===== config.mk =====
export PLATFORM = sky130hd
export DESIGN_NAME = pipeline_layer_ctrl_regs
export DESIGN_NICKNAME = d
export VERILOG_FILES = /design/src/rtl/pipeline_ctrl_pkg.sv /design/src/rtl/pipeline_layer_ctrl_bank.sv /design/src/rtl/pipeline_layer_ctrl_regs.sv
export SDC_FILE = /design/constraint.sdc
export NUM_CORES = 1
export LEC_CHECK = 0
export BUFFER_PORTS_ARGS = -buffer_cell sky130_fd_sc_hd__buf_4
export CAP_MARGIN = 5
export CORE_MARGIN = 4
export CORE_UTILIZATION = 45
export CTS_BUF_LIST = sky130_fd_sc_hd__clkbuf_16
export DETAILED_ROUTE_END_ITERATION = 6
export GPL_ROUTABILITY_DRIVEN = 0
export PLACE_DENSITY_LB_ADDON = 0.08
export SYNTH_ARGS = -nofsm -noshare
export SYNTH_HDL_FRONTEND = slang
export SYNTH_HIERARCHICAL = 1
export SYNTH_SLANG_ARGS = --single-unit

===== constraint.sdc =====
create_clock -name clk -period 8.85 [get_ports clk]
set_input_delay 1.77 -clock clk [delete_from_list [all_inputs] [get_ports clk]]
set_output_delay 1.77 -clock clk [all_outputs]
set_load 0.05 [all_outputs]

===== src/rtl/pipeline_ctrl_pkg.sv =====
// pipeline_ctrl_pkg: field codes, overlay encodings, parser
// states, payload-length helper and reset values for layer ctrl.
package pipeline_ctrl_pkg;

  localparam logic [3:0] FIELD_MODE    = 4'h0;
  localparam logic [3:0] FIELD_SCALE   = 4'h1;
  localparam logic [3:0] FIELD_OFF_X   = 4'h2;
  localparam logic [3:0] FIELD_OFF_Y   = 4'h3;
  localparam logic [3:0] FIELD_OPACITY = 4'h4;
  localparam logic [3:0] FIELD_CLIP_L  = 4'h5;
  localparam logic [3:0] FIELD_CLIP_R  = 4'h6;
  localparam logic [3:0] FIELD_CLIP_T  = 4'h7;
  localparam logic [3:0] FIELD_CLIP_B  = 4'h8;
  localparam logic [3:0] FIELD_CLR_ERR = 4'hE;
  localparam logic [3:0] FIELD_COMMIT  = 4'hF;

  localparam logic [1:0] OVL_OFF    = 2'd0;
  localparam logic [1:0] OVL_CHROMA = 2'd1;
  localparam logic [1:0] OVL_DIRECT = 2'd2;

  localparam logic [1:0] RST_MODE  = OVL_OFF;
  localparam logic [1:0] RST_SCALE = 2'd0;

  typedef enum logic [1:0] {
    ST_IDLE,
    ST_HDR_DONE,
    ST_PAYLOAD
  } parse_state_t;

  // 0 means the header carries no payload (or is unknown).
  function automatic logic [1:0] payload_len(input logic [3:0] f);
    case (f)
      FIELD_MODE,
      FIELD_SCALE,
      FIELD_OPACITY: payload_len = 2'd1;
      FIELD_OFF_X,
      FIELD_OFF_Y,
      FIELD_CLIP_L,
      FIELD_CLIP_R,
      FIELD_CLIP_T,
      FIELD_CLIP_B:  payload_len = 2'd2;
      default:       payload_len = 2'd0;
    endcase
  endfunction

endpackage


===== src/rtl/pipeline_layer_ctrl_bank.sv =====
// pipeline_layer_ctrl_bank: staging + active regs for one layer.
// In: wr_en/wr_field/wr_data (staging write), commit. Out: active.
module pipeline_layer_ctrl_bank
  import pipeline_ctrl_pkg::*;
#(
  parameter int PRECISION              = 11,
  parameter int TRANSPARENCY_PRECISION = 3
) (
  input  logic                            clk,
  input  logic                            rst,
  input  logic                            wr_en,
  input  logic [3:0]                      wr_field,
  input  logic [15:0]                     wr_data,
  input  logic                            commit,
  output logic [1:0]                      mode,
  output logic [1:0]                      scale,
  output logic [PRECISION:0]              offset_x,
  output logic [PRECISION:0]              offset_y,
  output logic [TRANSPARENCY_PRECISION:0] opacity,
  output logic [PRECISION-1:0]            clip_left,
  output logic [PRECISION-1:0]            clip_right,
  output logic [PRECISION-1:0]            clip_top,
  output logic [PRECISION-1:0]            clip_bottom
);

  localparam int OW = TRANSPARENCY_PRECISION + 1;
  localparam logic [OW-1:0] OPA_FULL =
    OW'(1 << TRANSPARENCY_PRECISION);

  logic [1:0]           s_mode;
  logic [1:0]           s_scale;
  logic [PRECISION:0]   s_off_x;
  logic [PRECISION:0]   s_off_y;
  logic [OW-1:0]        s_opa;
  logic [PRECISION-1:0] s_clip_l;
  logic [PRECISION-1:0] s_clip_r;
  logic [PRECISION-1:0] s_clip_t;
  logic [PRECISION-1:0] s_clip_b;
  logic [OW-1:0]        opa_sat;
  logic                 unused_hi;

  assign unused_hi = &{1'b0, wr_data[15:PRECISION+1]};

  always_comb begin
    opa_sat = OPA_FULL;
    if (int'(wr_data[7:0]) <= int'(OPA_FULL))
      opa_sat = OW'(wr_data[7:0]);
  end

  always_ff @(posedge clk or posedge rst) begin
    if (rst) begin
      s_mode   <= RST_MODE;
      s_scale  <= RST_SCALE;
      s_off_x  <= '0;
      s_off_y  <= '0;
      s_opa    <= OPA_FULL;
      s_clip_l <= '0;
      s_clip_r <= '0;
      s_clip_t <= '0;
      s_clip_b <= '0;
    end else if (wr_en) begin
      unique case (1'b1)
        wr_field == FIELD_MODE:    s_mode   <= wr_data[1:0];
        wr_field == FIELD_SCALE:   s_scale  <= wr_data[1:0];
        wr_field == FIELD_OFF_X:   s_off_x  <= wr_data[PRECISION:0];
        wr_field == FIELD_OFF_Y:   s_off_y  <= wr_data[PRECISION:0];
        wr_field == FIELD_OPACITY: s_opa    <= opa_sat;
        wr_field == FIELD_CLIP_L:  s_clip_l <= wr_data[PRECISION-1:0];
        wr_field == FIELD_CLIP_R:  s_clip_r <= wr_data[PRECISION-1:0];
        wr_field == FIELD_CLIP_T:  s_clip_t <= wr_data[PRECISION-1:0];
        wr_field == FIELD_CLIP_B:  s_clip_b <= wr_data[PRECISION-1:0];
        default: ;
      endcase
    end
  end

  // Active copy reads staging before any same-edge write lands.
  always_ff @(posedge clk or posedge rst) begin
    if (rst) begin
      mode        <= RST_MODE;
      scale       <= RST_SCALE;
      offset_x    <= '0;
      offset_y    <= '0;
      opacity     <= OPA_FULL;
      clip_left   <= '0;
      clip_right  <= '0;
      clip_top    <= '0;
      clip_bottom <= '0;
    end else if (commit) begin
      mode        <= s_mode;
      scale       <= s_scale;
      offset_x    <= s_off_x;
      offset_y    <= s_off_y;
      opacity     <= s_opa;
      clip_left   <= s_clip_l;
      clip_right  <= s_clip_r;
      clip_top    <= s_clip_t;
      clip_bottom <= s_clip_b;
    end
  end

endmodule


===== src/rtl/pipeline_layer_ctrl_regs.sv =====
// pipeline_layer_ctrl_regs: SPI command parser feeding per-layer
// banks; commits staging->active at frame_start or on 0xF.
module pipeline_layer_ctrl_regs
  import pipeline_ctrl_pkg::*;
#(
  parameter int LAYER_COUNT            = 2,
  parameter int PRECISION              = 11,
  parameter int TRANSPARENCY_PRECISION = 3
) (
  input  logic clk,
  input  logic rst,
  input  logic [7:0] rx_byte,
  input  logic rx_valid,
  input  logic cmd_abort,
  input  logic frame_start,
  output logic [2*LAYER_COUNT-1:0] ctrl_overlay_mode,
  output logic [2*LAYER_COUNT-1:0] ctrl_fg_scale,
  output logic [(PRECISION+1)*LAYER_COUNT-1:0] ctrl_fg_offset_x,
  output logic [(PRECISION+1)*LAYER_COUNT-1:0] ctrl_fg_offset_y,
  output logic [(TRANSPARENCY_PRECISION+1)*LAYER_COUNT-1:0]
               ctrl_fg_opacity,
  output logic [PRECISION*LAYER_COUNT-1:0] ctrl_fg_clip_left,
  output logic [PRECISION*LAYER_COUNT-1:0] ctrl_fg_clip_right,
  output logic [PRECISION*LAYER_COUNT-1:0] ctrl_fg_clip_top,
  output logic [PRECISION*LAYER_COUNT-1:0] ctrl_fg_clip_bottom,
  output logic commit_pending,
  output logic cmd_error
);

  localparam int PW = PRECISION + 1;
  localparam int OW = TRANSPARENCY_PRECISION + 1;

  parse_state_t state_q, state_d;
  logic [1:0]  cnt_q, cnt_d;
  logic [3:0]  field_q, field_d;
  logic [3:0]  layer_q, layer_d;
  logic [7:0]  b0_q, b0_d;
  logic        wr_fire;
  logic        commit_now;
  logic        err_set;
  logic        err_clr;
  logic        layer_ok;
  logic        commit;
  logic [15:0] wr_data;

  assign layer_ok = {1'b0, layer_q} < 5'(LAYER_COUNT);
  assign commit   = commit_now | (frame_start & commit_pending);
  assign wr_data  = (payload_len(field_q) == 2'd2) ?
                    {b0_q, rx_byte} : {8'd0, rx_byte};

  always_ff @(posedge clk or posedge rst) begin
    if (rst) begin
      state_q <= ST_IDLE;
      cnt_q   <= '0;
      field_q <= '0;
      layer_q <= '0;
      b0_q    <= '0;
    end else begin
      state_q <= state_d;
      cnt_q   <= cnt_d;
      field_q <= field_d;
      layer_q <= layer_d;
      b0_q    <= b0_d;
    end
  end

  always_comb begin
    state_d    = state_q;
    cnt_d      = cnt_q;
    field_d    = field_q;
    layer_d    = layer_q;
    b0_d       = b0_q;
    wr_fire    = 1'b0;
    commit_now = 1'b0;
    err_set    = 1'b0;
    err_clr    = 1'b0;
    if (cmd_abort) begin
      state_d = ST_IDLE;
    end else if (rx_valid) begin
      unique case (state_q)
        ST_IDLE: begin
          field_d = rx_byte[7:4];
          layer_d = rx_byte[3:0];
          if (rx_byte[7:4] == FIELD_COMMIT) begin
            commit_now = 1'b1;
          end else if (rx_byte[7:4] == FIELD_CLR_ERR) begin
            err_clr = 1'b1;
          end else if (payload_len(rx_byte[7:4]) == 2'd0) begin
            err_set = 1'b1;
          end else begin
            state_d = ST_HDR_DONE;
            cnt_d   = payload_len(rx_byte[7:4]);
          end
        end
        ST_HDR_DONE,
        ST_PAYLOAD: begin
          cnt_d = cnt_q - 2'd1;
          b0_d  = rx_byte;
          if (cnt_q == 2'd1) begin
            state_d = ST_IDLE;
            wr_fire = layer_ok;
            err_set = ~layer_ok;
          end else begin
            state_d = ST_PAYLOAD;
          end
        end
        default: state_d = ST_IDLE;
      endcase
    end
  end

  // A new write keeps pending set even across a same-edge commit.
  always_ff @(posedge clk or posedge rst) begin
    if (rst) begin
      commit_pending <= 1'b0;
      cmd_error      <= 1'b0;
    end else begin
      if (wr_fire)
        commit_pending <= 1'b1;
      else if (commit)
        commit_pending <= 1'b0;
      if (err_set)
        cmd_error <= 1'b1;
      else if (err_clr)
        cmd_error <= 1'b0;
    end
  end

  for (genvar i = 0; i < LAYER_COUNT; i++) begin : g_layer
    pipeline_layer_ctrl_bank #(
      .PRECISION              (PRECISION),
      .TRANSPARENCY_PRECISION (TRANSPARENCY_PRECISION)
    ) u_bank (
      .clk         (clk),
      .rst         (rst),
      .wr_en       (wr_fire && (layer_q == 4'(i))),
      .wr_field    (field_q),
      .wr_data     (wr_data),
      .commit      (commit),
      .mode        (ctrl_overlay_mode[i*2 +: 2]),
      .scale       (ctrl_fg_scale[i*2 +: 2]),
      .offset_x    (ctrl_fg_offset_x[i*PW +: PW]),
      .offset_y    (ctrl_fg_offset_y[i*PW +: PW]),
      .opacity     (ctrl_fg_opacity[i*OW +: OW]),
      .clip_left   (ctrl_fg_clip_left[i*PRECISION +: PRECISION]),
      .clip_right  (ctrl_fg_clip_right[i*PRECISION +: PRECISION]),
      .clip_top    (ctrl_fg_clip_top[i*PRECISION +: PRECISION]),
      .clip_bottom (ctrl_fg_clip_bottom[i*PRECISION +: PRECISION])
    );
  end

endmodule


# Word level (Yosys, flattened, before mapping)
# Memory sizes are Yosys's and may differ from the RTL's.
# Cells that the tools add are included.
# word_totals
ff_bits	322
latchBits	0
ramBits	0
rom_bits	96
out_inout_bits	154
elab_cells	149
memories	3
# memory_table
memory	depth	word_bits	rd	rd_ports_with_merged_regs	wr	line_no	source
(name not given)	16	2	1	0	0	pipeline_ctrl_pkg.sv:32	case (f)
(name not given)	16	2	1	0	0	pipeline_ctrl_pkg.sv:32	
(name not given)	16	2	1	0	0	pipeline_ctrl_pkg.sv:32	
# classes
add_sub_neg	1
n_mul	0
div	0
n_lt_le_gt_ge	2
eq_ne	21
n_shift	0
mux	42
n_bitwise	4
n_reduce_logical	33
# op_table
operator	n
2-bit AND reduction	18
2-bit 2-to-1 mux	14
1-bit 2-to-1 mux	23
4-bit by 3-bit equality test with 1-bit output, second input constant	4
4-bit equality test, second input constant	3
12-bit 2-to-1 mux	1
3-bit != test, second input constant	3
4-bit by 1-bit equality test with 1-bit output, second input constant	2
4-bit by 2-bit equality test with 1-bit output, second input constant	2
8-bit by 4-bit <= comparator with 1-bit output, second input constant	1
4-bit logical NOT	2
2-bit one-hot mux with 2 select lines	2
2-bit nonzero test	4
2-bit != test, second input constant	3
3-bit AND reduction	2
6-bit AND reduction	1
2-bit by 1-bit equality test with 1-bit output, second input constant	2
2-bit equality test, second input constant	2
2-bit logical NOT	2
4-bit by 2-bit < comparator with 1-bit output, second input constant	1
4-bit 2-to-1 mux	1
4-bit AND reduction	1
1-bit logical AND	2
1-bit NOT	2
5 further kinds	5

# Depth between registers and ports, before layout
# logic_depth
ltp_word	14
mapped_depth	9
depth_no_buf	8

# By module
# The synthesis kept the hierarchy.
# by_module_without_submodules
mod	instances	cells_each	area_per_inst_um2	seq_area_each_um2
pipeline_layer_ctrl_bank	2	338	5886.9	3806.2
pipeline_layer_ctrl_regs	1	101	1154.9	550.5

# Worst setup path after synthesis
# OpenSTA, ideal clock, no wires.
# synth_timing
kind	input port to flip-flop
from	in rx_valid
to	reg g_layer[0].u_bank.s_off_y[0]
setup_time_ps	125
t_arrival_ps	3579
required_ps	8725
setup_slack_ps	5147
stages	8
path_buffers	2
cell_sequence	buf_4 -> nand3b_1 -> nand4bb_1 -> nor2_1 -> nor3b_4 -> and3_2 -> buf_6 -> mux2_2
# synth_between
elab_chain_cells	4
# synth_rtl
element	line_no	source
start: declaration	pipeline_layer_ctrl_regs.sv:13	input logic rx_valid,
1-bit 2-to-1 mux	pipeline_layer_ctrl_regs.sv:79	end else if (rx_valid) begin
1-bit 2-to-1 mux	pipeline_layer_ctrl_regs.sv:77	if (cmd_abort) begin
1-bit logical AND	pipeline_layer_ctrl_regs.sv:136	.wr_en (wr_fire && (layer_q == 4'(i))),
2-bit AND reduction (no source line)	-	
end signal: assignment	pipeline_layer_ctrl_bank.sv:66	wr_field == FIELD_OFF_Y: s_off_y <= wr_data[PRECISION:0];
end: declaration	pipeline_layer_ctrl_bank.sv:33	logic [PRECISION:0] s_off_y;
# No other way between the ends.
# A chain may end at the register's enable or synchronous reset.

# Worst setup path in the final report
# layout_timing
from	in cmd_abort
to	reg g_layer[1].u_bank.s_clip_r[7]
# layout_between
elab_chain_cells	3
# layout_rtl
element	line_no	source
start: declaration	pipeline_layer_ctrl_regs.sv:14	input logic cmd_abort,
1-bit 2-to-1 mux	pipeline_layer_ctrl_regs.sv:77	
1-bit logical AND	pipeline_layer_ctrl_regs.sv:136	
2-bit AND reduction (no source line)	-	
end signal: assignment	pipeline_layer_ctrl_bank.sv:69	wr_field == FIELD_CLIP_R: s_clip_r <= wr_data[PRECISION-1:0];
end: declaration	pipeline_layer_ctrl_bank.sv:36	logic [PRECISION-1:0] s_clip_r;
# No other way between the ends.

==> flow_summary.toml <==
[timing]
post-route-min-period_ps = 3739
timing.fmax_ghz = 0.2675
finalHoldViolCount = 0
setup_viol = 0
rsz0062_at_grt = "false"
period_share = 0.4224
clock_skew_ps = 19.24
slew_headroom = 0.2912
worstMarginPinSlew_ps = 1063
slew_viol_final = 0
setup-tns-final_ps = 0

[hold_path]
worstHoldStart = "g_layer[1].u_bank/s_off_y[5]"
hold_class = "flip-flop to flip-flop"

[yosys]
avgSynthCellArea_um2 = 16.70
synth_area_um2 = 12760
synthCells = 764
yosys_warnings = 6
syn-num-nets = 781

[place]
place_hpwl_mm = 17.42
numPortBuffers = 166

[worst_setup_path]
r2r_start = "state_q[0]"
timing.rr.end = "g_layer[1].u_bank/s_clip_r[7]"
cpMaxStageDelayCell = "nor3b_2"
crit_path_max_fanout = 11
worstSetupPathType = "primary input to flip-flop"
required_ps = 9230
cp.arrival_ps = 4120
crit_start = "cmd_abort"
crit_top_cell = "nand3b_1"
max_stage_delay_ps = 730
reg2reg_slack_ps = 5710
reg2reg_depth = 8
end_kind = "flip-flop"
endpoint = "g_layer[1].u_bank/s_clip_r[7]"
crit_chain = "buf_4 -> nand3b_1 -> nand4bb_1 -> nor2_1 -> nand3b_1 -> nor3b_2 -> mux2_2"
start_kind = "primary input"

[grt]
grt_pass1_vias = 7596
grt_max_degree = 82
grt_pass1_wl_mm = 44.54
grt_overflow = 0
track_usage = 0.1832
grt_antenna_before_repair = 0

[clocking]
cts.sinks = 322
cts.clk_slew.worst_paths_ps = 60
cts_tree = "done"
insertion_delay_ps = 500
cts_setup_buffers = 0
h-tree-depth = 2
cts_buffers = 36
cts_resized = 0
cts_hold_buf = 0
cts-root-buf = "clkbuf_16"
clk_path_buf_depth = 3

[detailed_routing]
vias = 6941
wirelength_mm = 28.33
drt-initial-drc-count = 307
firstDrtPassIters = 6
route.detailed.drc = 0
routedWlPerCell_um = 21.08
avgViaCountPerCell = 5.164
detail-route-antenna-nets = 0

[die]
die_w_um = 176.4
dieArea_um2 = 31120
rows = 61
die_h_um = 176.4
io_pins = 167
start_util = 0.4581
core_area_um2 = 27860

[layout]
drive_above_1_share = 0.5766
insertedDiodeCount = 0
area_delta_synth_final_pct = 20.90
fin_nets = 960
finish.utilization = 0.5538

[power]
p_per_area_nw_per_um2 = 201.3
leakagePower_nw = 7.966
p_total_mw = 3.106
vdd_drop_max_mv = 0.1337

[flow_run]
max_cap_violations = 0

[outcome]
status = "finished clean"
where the power goes:
| group | leakage, nW | total [mW] | internal, mW | switching, mW |
|---|---|---|---|---|
| Clock | 0.564 | 1.39 | 0.839 | 0.552 |
| Sequential | 4.45 | 1.53 | 1.50 | 0.0352 |
| Combinational | 2.95 | 0.180 | 0.0525 | 0.127 |
metrics by stage:
step | instances | area [µm²] | worst slack (ps) | hold WS [ps]
6_report | 1344 | 15430 | 5111 | 495.1
4_1_cts | 1344 | 15430 | 5122 | 500.4
2_1_floorplan | 764 | 12760 | 2990 | 458.7
3_3_place_gp | 1283 | 14320 | 4689 | 473.3
3_5_place_dp | 1283 | 14320 | 4589 | 486.6
5_1_grt | 1344 | 15430 | 4937 | 513.4
cell usage in the layout (no fill, tap or decap), types with 3 or more instances in the layout:
| cell type | n |
|---|---|
| nand2_1 | 9 |
| mux2_4 | 56 |
| dfrtp_1 | 318 |
| nor2_1 | 4 |
| clkbuf_16 | 37 |
| nor3b_2 | 4 |
| a31o_2 | 6 |
| bufinv_16 | 3 |
| dfstp_2 | 4 |
| nand3b_1 | 6 |
| clkinv_2 | 4 |
| o31ai_1 | 3 |
| ha_1 | 4 |
| and2_1 | 4 |
| buf_4 | 170 |
| a21oi_1 | 6 |
| inv_1 | 15 |
| mux2_2 | 250 |
| a21boi_0 | 6 |
| clkinv_1 | 8 |
| nor2_2 | 4 |
critical path, delay by kind of cell:
| kind | cells | cell delay (ps) |
|---|---|---|
| buf+inv | 1 | 130 |
| mux | 1 | 420 |
| simple gates | 5 | 1800 |
layer usage:
metal | up-vias | global-route usage | part of all wire
met5 | - | 0 | 0
met4 | 0 | 0.03772 | 0.014
met3 | 27 | 0.04518 | 0.053
met2 | 155 | 0.3018 | 0.48
met1 | 3650 | 0.2505 | 0.45
li1 | 3109 | - | -
how the worst min path moves through the flow:
stage	end	slack [ps]	cells after the start
6_report	g_layer[1].u_bank/offset_y[5]	500	1
5_1_grt	g_layer[0].u_bank/s_off_y[5]	510	1
4_1_cts	g_layer[0].u_bank/offset_y[11]	500	1
3_5_place_dp	g_layer[0].u_bank/offset_x[9]	490	1
3_3_place_gp	cnt_q[1]	470	1
2_1_floorplan	cnt_q[0]	460	1
state kept, by name (all words and copies together), names as in the netlist, 8 cells and up:
signal                      count
g_layer.u_bank/s_clip_r        22
g_layer.u_bank/clip_bottom     22
g_layer.u_bank/s_clip_l        22
g_layer.u_bank/clip_left       22
g_layer.u_bank/s_clip_t        22
g_layer.u_bank/clip_top        22
g_layer.u_bank/clip_right      22
g_layer.u_bank/offset_x        24
g_layer.u_bank/opacity          8
g_layer.u_bank/s_opa            8
g_layer.u_bank/s_off_y         24
g_layer.u_bank/s_off_x         24
g_layer.u_bank/offset_y        24
g_layer.u_bank/s_clip_b        22
final cells by class:
| class | count | area, µm² |
|---|---|---|
| Fill cell | 2243 | 12430 |
| Sequential cell | 322 | 8063 |
| Multi-Input combinational cell | 403 | 4462 |
| Timing Repair Buffer | 170 | 1276 |
| Clock buffer | 37 | 925.9 |
| Tap cell | 378 | 473.0 |
| Clock inverter | 24 | 181.4 |
| Inverter | 10 | 47.55 |
Note: power is estimated with default switching activity, not from simulation.
